File: src/rtl/tdm_pkg.sv
// tdm_pkg: shared sizes and FSM state type for the TDM link scheduler
package tdm_pkg;
  localparam int N_CH = 4;
  localparam int MSG_W = 4;
  localparam int CH_W = $clog2(N_CH);
  localparam int CNT_W = $clog2(MSG_W);
  typedef enum logic [1:0] {IDLE, SEND, DONE} state_t;
endpackage

File: src/rtl/rr_arbiter_4.sv
// rr_arbiter_4: combinational round-robin pick starting after last_grant
module rr_arbiter_4
  import tdm_pkg::*;
(
  input  logic [N_CH-1:0] eligible,
  input  logic [CH_W-1:0] last_grant,
  output logic [CH_W-1:0] grant_idx,
  output logic            grant_any
);
  logic [CH_W-1:0] cand;
  always_comb begin
    grant_idx = '0;
    cand = '0;
    for (int k = N_CH; k >= 1; k--) begin
      cand = last_grant + CH_W'(k);
      grant_idx = eligible[cand] ? cand : grant_idx;
    end
    grant_any = |eligible;
  end
endmodule

File: src/rtl/tdm_link_scheduler.sv
// tdm_link_scheduler: round-robin TDM serialiser/deserialiser over a shared 1-bit link
module tdm_link_scheduler
  import tdm_pkg::*;
(
  input  logic                  clk,
  input  logic                  rst_n,
  input  logic [N_CH-1:0]       ch_en,
  input  logic [N_CH-1:0]       req_valid,
  input  logic [N_CH*MSG_W-1:0] req_msg,
  output logic [N_CH-1:0]       req_ready,
  output logic [CH_W-1:0]       link_sel,
  output logic                  link_bit,
  output logic                  link_en,
  output logic                  out_valid,
  output logic [CH_W-1:0]       out_ch,
  output logic [MSG_W-1:0]      out_msg,
  output logic                  busy
);
  state_t state, state_nx;
  logic [CNT_W-1:0] bit_cnt;
  logic [MSG_W-1:0] tx_sh, rx_sh, msg_q;
  logic [CH_W-1:0] last_grant, grant_idx, ch_q;
  logic grant_any, take;
  rr_arbiter_4 u_arb (
    .eligible(req_valid & ch_en),
    .last_grant(last_grant),
    .grant_idx(grant_idx),
    .grant_any(grant_any)
  );
  assign take = rst_n && state == IDLE && grant_any;
  always_comb begin
    req_ready = '0;
    req_ready[grant_idx] = take;
    link_en = state == SEND;
    link_bit = link_en & tx_sh[0];
    out_valid = state == DONE;
    busy = state != IDLE;
    out_msg = out_valid ? rx_sh : msg_q;
    out_ch = out_valid ? link_sel : ch_q;
    state_nx = take ? SEND
             : (state == SEND && bit_cnt == CNT_W'(MSG_W-1)) ? DONE
             : state == DONE ? IDLE : state;
  end
  always_ff @(posedge clk) state <= rst_n ? state_nx : IDLE;
  always_ff @(posedge clk) begin
    if (!rst_n) begin
      bit_cnt <= '0;
      tx_sh <= '0;
      rx_sh <= '0;
      msg_q <= '0;
      ch_q <= '0;
      link_sel <= '0;
      last_grant <= CH_W'(N_CH-1);
    end else begin
      bit_cnt <= link_en ? bit_cnt + 1'b1 : '0;
      tx_sh <= take ? req_msg[grant_idx*MSG_W +: MSG_W] : tx_sh >> 1;
      rx_sh <= link_en ? {link_bit, rx_sh[MSG_W-1:1]} : rx_sh;
      if (take) begin
        last_grant <= grant_idx;
        link_sel <= grant_idx;
      end
      if (out_valid) begin
        msg_q <= rx_sh;
        ch_q <= link_sel;
      end
    end
  end
endmodule

File: config.mk
export PLATFORM = sky130hd
export DESIGN_NAME = tdm_link_scheduler
export DESIGN_NICKNAME = d
export VERILOG_FILES = /design/src/rtl/tdm_pkg.sv /design/src/rtl/rr_arbiter_4.sv /design/src/rtl/tdm_link_scheduler.sv
export SDC_FILE = /design/constraint.sdc
export NUM_CORES = 1
export LEC_CHECK = 0
export CORE_ASPECT_RATIO = 0.5
export CORE_MARGIN = 2
export CORE_UTILIZATION = 30
export DETAILED_ROUTE_END_ITERATION = 10
export GPL_TIMING_DRIVEN = 0
export SETUP_SLACK_MARGIN = 0.15
export SYNTH_ARGS = -nofsm -noshare
export SYNTH_HDL_FRONTEND = slang
export SYNTH_SLANG_ARGS = --single-unit
File: constraint.sdc
create_clock -name clk -period 5.45 [get_ports clk]
set_clock_uncertainty 0.2 [all_clocks]
set_input_delay 0.8175 -clock clk [delete_from_list [all_inputs] [get_ports clk]]
set_output_delay 0.8175 -clock clk [all_outputs]
set_load 0.05 [all_outputs]
Yosys cells after proc, flatten, opt, wreduce, memory -nomap -nowiden
Index checks and enable logic that the tools add are counted.

storage, ports and cells
  flip-flop bits (word level) = 22
  bits in latches = 0
  memory bits (writable) = 0
  ROM bits = 0
  input bits = 26
  output and inout bits = 16
  logic and storage cells = 60
  memories kept = 0

cells by class
  $add $sub $neg = 4
  multiply operators = 0
  divide/modulo/power cells = 0
  order comparisons = 6
  equal/unequal tests = 3
  shift operators = 1
  multiplexer cells = 20
  bitwise operators = 4
  reductions and logical operators = 12

operators with widths
  kind                                                                count
  indexed part select 16 x 5 -> 4 bit                                 1
  less-than comparator 2 x 3 -> 1 bit (second input constant)         5
  two-way mux 2 bit                                                   7
  AND 4 bit                                                           2
  binary-select mux 1 bit (select 2 bit)                              4
  two-way mux 1 bit                                                   6
  adder 2 x 1 -> 2 bit (second input constant)                        2
  adder 2 bit (second input constant)                                 2
  == test 2 bit (second input constant)                               2
  logical AND 1 bit                                                   4
  two-way mux 4 bit                                                   1
  AND reduction 2 bit                                                 2
  nonzero test 2 bit                                                  2
  OR reduction 4 bit                                                  1
  two-way mux 3 bit                                                   1
  nonzero test 3 bit                                                  1
  demux 1 bit (select 2 bit)                                          1
  == test 2 x 1 -> 1 bit (second input constant)                      1
  greater-or-equal comparator 2 x 1 -> 1 bit (second input constant)  1
  zero test 2 bit                                                     1
  OR reduction 2 bit                                                  1
  AND 1 bit                                                           1
  inverter 1 bit                                                      1

Logic depth before layout (Yosys ltp)
  depth after elaboration = 12
  gate-level depth with buffers = 7
  gate-level depth less buffers = 6

By module
Synthesis repeated with hierarchy kept, for this count alone.

second synthesis, totals
  cell total of the unflattened synthesis = 112
  area total of the unflattened synthesis = 1102.3 um2

modules (own cells, without submodules)
  module              instances  cells each  area an instance (um2)  sequential area each (um2)
  tdm_link_scheduler  1          99          1029.7                  440.4
  rr_arbiter_4        1          13          72.6                    0.0

Worst setup path before layout
OpenSTA, ideal clock, no wires.

  path type = input port to output port
  start = input req_valid[3]
  end = output req_ready[2]
  arrival = 2.348 ns
  required time = 4.433 ns
  path slack = 2.084 ns
  stages = 5
  path buffers = 0
  path through = and2_4 > a22oi_2 > a221o_4 > or2_4 > nor2_1

on the way
  longest elaborated chain between the ends = 12
  elaborated cells on any way between the ends = 21
  those cells by class = 2 x order compare; 14 x mux; 2 x bitwise; 3 x reduce/logical

ends and longest elaborated chain
  element                                                                                                                  line                      RTL
  start, declared                                                                                                          tdm_link_scheduler.sv:8   input logic [N_CH-1:0] req_valid,
  AND 4 bit (*)                                                                                                            tdm_link_scheduler.sv:25  .eligible(req_valid & ch_en),
  binary-select mux 1 bit (select 2 bit)                                                                                   rr_arbiter_4.sv:16        grant_idx = eligible[cand] ? cand : grant_idx;
  two-way mux 1 bit (not written as such)                                                                                  rr_arbiter_4.sv:16
  two-way mux 2 bit (4 in a row)                                                                                           rr_arbiter_4.sv:16
  less-than comparator 2 x 3 -> 1 bit (not written as such) or greater-or-equal comparator 2 x 1 -> 1 bit (tied branches)  tdm_link_scheduler.sv:33  req_ready[grant_idx] = take;
  logical AND 1 bit (not written as such)                                                                                  tdm_link_scheduler.sv:33
  two-way mux 1 bit (not written as such)                                                                                  tdm_link_scheduler.sv:33
  demux 1 bit (select 2 bit)                                                                                               tdm_link_scheduler.sv:33
  AND 4 bit (no line) (*)                                                                                                  n/a
  end, declared                                                                                                            tdm_link_scheduler.sv:10  output logic [N_CH-1:0] req_ready,

Every way passes the cells marked *; elsewhere a longest branch is shown, timed or not. The select of a mux whose other input is x is not followed.

Worst setup path in the final report
  start = input req_valid[3]
  end = output req_ready[1]

Same word-level chain as after synthesis.

==> impl_metrics.ini <==
[status]
status = finished clean

[clock_tree]
cts_root_buf = clkbuf_8
cts_max_level = 1
post-cts-setup-buffers = 0
cts_sinks = 22
clk_pin_slew_ns = 0.08
cts_buffers = 3
clk_path_buf_depth = 2
clock_latency_ns = 0.26
cts-resized-gates = 0
cts_tree = yes
cts_hold_buf = 0

[setup_path]
worstReg2RegEnd = tx_sh[1]
max_stage_delay_ns = 0.80
start_kind = input port
criticalPathCategory = input port to output pin
cp_slowest_cell = clkdlybuf4s50_1
critPathArrivalTime_ns = 3.22
ff2ff_path_depth = 6
endpoint_kind = output pin
reg2reg_slack_ns = 3.46
r2r_start = last_grant[0]
crit_path_max_fanout = 7
required_ns = 4.43
cp_cell_sequence = clkdlybuf4s50_1, nand2_1, nand3_1, nand3_1, nor2b_1, and2_1, clkdlybuf4s50_1

[floorplanning]
die_area_sq_mm = 0.004574
core_sq_mm = 0.003884
die_w_um = 93.67
die_h_um = 48.84
pin_count = 42
start_util_pct = 31.06
placementRows = 16

[timing]
rsz0062_at_grt = false
slew_viol_final = 0
period_share_pct = 77.82
timing.final.hold_violations = 0
fmax_ghz = 0.2358
setup-tns-final_ns = 0
setup_viol = 0
layout_setup_ws_ns = 1.209
min_period_ns = 4.241
tightest_slew_ns = 0.5686
slew_headroom_pct = 62.02
fin_hold_ws_ns = 0.2191

[min_path]
holdCritPathClass = flip-flop to flip-flop
worstHoldStart = bit_cnt[0]
holdPathStages = 1
min_to = bit_cnt[0]

[pwr]
p_total_mw = 0.4376
power_leakage_nw = 0.7228
pwr_density_cell_mw_per_mm2 = 251.6
irDropWorstVdd_uv = 89.94

[global_routing]
grt_overflow = 0
antenna_found_initial = 0
grt_pass1_wl_um = 4443
grt_usage_pct = 12.19
grt_pass1_vias = 1018
grt_max_degree = 13

[detailed_routing]
drtPass1Iterations = 4
drc = 0
drt_iter0_drc = 25
vias_per_cell = 4.697
routed-via-count = 1085
wirelength_um = 2703
wl_per_cell_um = 11.70
ant_nets = 0

[placement]
io_buffers = 41
dp_hpwl_um = 2096
place_worst_setup_slack_ns = 1.198
gp_congestion = 0.7486
dp_cells = 227
place_area_sq_mm = 0.001684

[synth]
ys_ff_latch = 22
seq_area_frac_synth_pct = 36.51
yosysWarnings = 0
synth.avg_cell_area_sq_um = 9.138
syn_nets = 159
netlist_area_sq_mm = 0.001206
syn_inst = 132
synth.distinct_cells = 34

[final_layout]
area_delta_synth_final_pct = 44.19
final_cells = 231
final_util_pct = 44.78
stdcell_area_sq_mm = 0.001739
finalNetCount = 205
drive_above_1_share_pct = 11.30
antennaDiodeCount = 0

[run]
cap_violations = 0
-- placed cells by master (no fill, tap or decap), types with 2 or more instances in the layout --
cell type,netlist,layout
clkbuf_1,3,3
o221ai_1,4,4
dfxtp_1,22,22
nand3_1,3,3
nand2_1,14,14
nor3_1,3,3
and2_1,11,11
mux2i_1,12,12
clkbuf_8,0,4
nor2_1,8,8
a21oi_1,5,5
clkdlybuf4s50_1,0,41
a22oi_2,2,2
mux2_2,7,7
nor2b_1,7,7
a2bb2oi_1,2,2
o211ai_1,2,2
inv_1,5,5
o21ai_0,5,5
-- cells in the mapped netlist --
| cell type | instances | area (sq um) |
|---|---|---|
| and3_1 | 1 | 6.260 |
| nor2b_1 | 7 | 43.79 |
| o21ai_0 | 5 | 25.02 |
| nand3_1 | 3 | 15.01 |
| nor3b_1 | 1 | 7.510 |
| and2_1 | 11 | 68.82 |
| and2_4 | 1 | 8.760 |
| buf_4 | 1 | 7.510 |
| nand2_2 | 1 | 6.260 |
| dfxtp_1 | 22 | 440.4 |
| ha_1 | 1 | 12.51 |
| inv_1 | 5 | 18.77 |
| a21o_1 | 1 | 7.510 |
| clkbuf_1 | 3 | 11.26 |
| o211ai_1 | 2 | 15.01 |
| nand2b_1 | 1 | 6.260 |
| mux2i_1 | 12 | 120.1 |
| a21oi_1 | 5 | 25.02 |
| a221o_4 | 1 | 21.27 |
| nor3_1 | 3 | 15.01 |
| nor2_1 | 8 | 30.03 |
| mux2_2 | 7 | 78.83 |
| mux2_4 | 1 | 15.01 |
| a211oi_1 | 1 | 7.510 |
| o21a_1 | 1 | 7.510 |
| o221ai_1 | 4 | 35.03 |
| o2111ai_1 | 1 | 8.760 |
| a22oi_4 | 1 | 21.27 |
| a21boi_1 | 1 | 7.510 |
| a22oi_2 | 2 | 25.02 |
| a32oi_1 | 1 | 8.760 |
| nand2_1 | 14 | 52.55 |
| or2_4 | 1 | 8.760 |
| a2bb2oi_1 | 2 | 17.52 |
-- logic make-up after synthesis --
family | synth area share [%]
compound gates | 19.29
simple gates | 22.30
fa+ha+maj | 1.037
buf+inv | 3.112
flops | 36.51
mux | 17.74
-- flip-flops by register name, indices dropped and copies added (netlist names) --
| name | count |
|---|---|
| bit_cnt | 2 |
| ch_q | 2 |
| last_grant | 2 |
| link_sel | 2 |
| msg_q | 4 |
| rx_sh | 4 |
| state | 2 |
| tx_sh | 4 |
-- routing by layer --
| layer | GRT usage, % | vias up | wire length (um) |
|---|---|---|---|
| met1 | 15.09 | 496 | 1259 |
| met4 | 3.623 | 0 | 31 |
| met5 | 0 | - | 0 |
| li1 | - | 562 | - |
| met3 | 3.091 | 5 | 119 |
| met2 | 21.10 | 22 | 1292 |
-- how the worst max path moves through the flow --
stage | start | cells past startpoint | to | slack, ns
6_report | req_valid[3] | 7 | req_ready[1] | 1.21
5_1_grt | ch_en[3] | 7 | req_ready[0] | 1.02
4_1_cts | req_valid[0] | 7 | req_ready[2] | 1.20
3_5_place_dp | req_valid[0] | 7 | req_ready[2] | 1.20
3_3_place_gp | req_valid[0] | 7 | req_ready[2] | 1.24
2_1_floorplan | req_valid[3] | 5 | req_ready[2] | 2.08
-- final cells by class --
type | instances | area (sq um)
Multi-Input combinational cell | 101 | 728.2
Fill cell | 393 | 2145
Tap cell | 54 | 67.56
Clock buffer | 4 | 55.05
Inverter | 5 | 18.77
Sequential cell | 22 | 440.4
Timing Repair Buffer | 41 | 410.4
Buffer | 4 | 18.77
-- critical path, delay by kind of cell --
| kind | cells | cell delay (ns) |
|---|---|---|
| buffers and inverters | 2 | 1.30 |
| AND/OR/NAND/NOR | 5 | 1.12 |
-- power breakdown --
| part | total [mW] | switching (mW) | internal, mW |
|---|---|---|---|
| logic | 0.141 | 0.0778 | 0.0637 |
| clock network | 0.116 | 0.0512 | 0.0644 |
| registers | 0.181 | 0.00778 | 0.173 |
No activity file was read; power rests on OpenSTA's default activity.
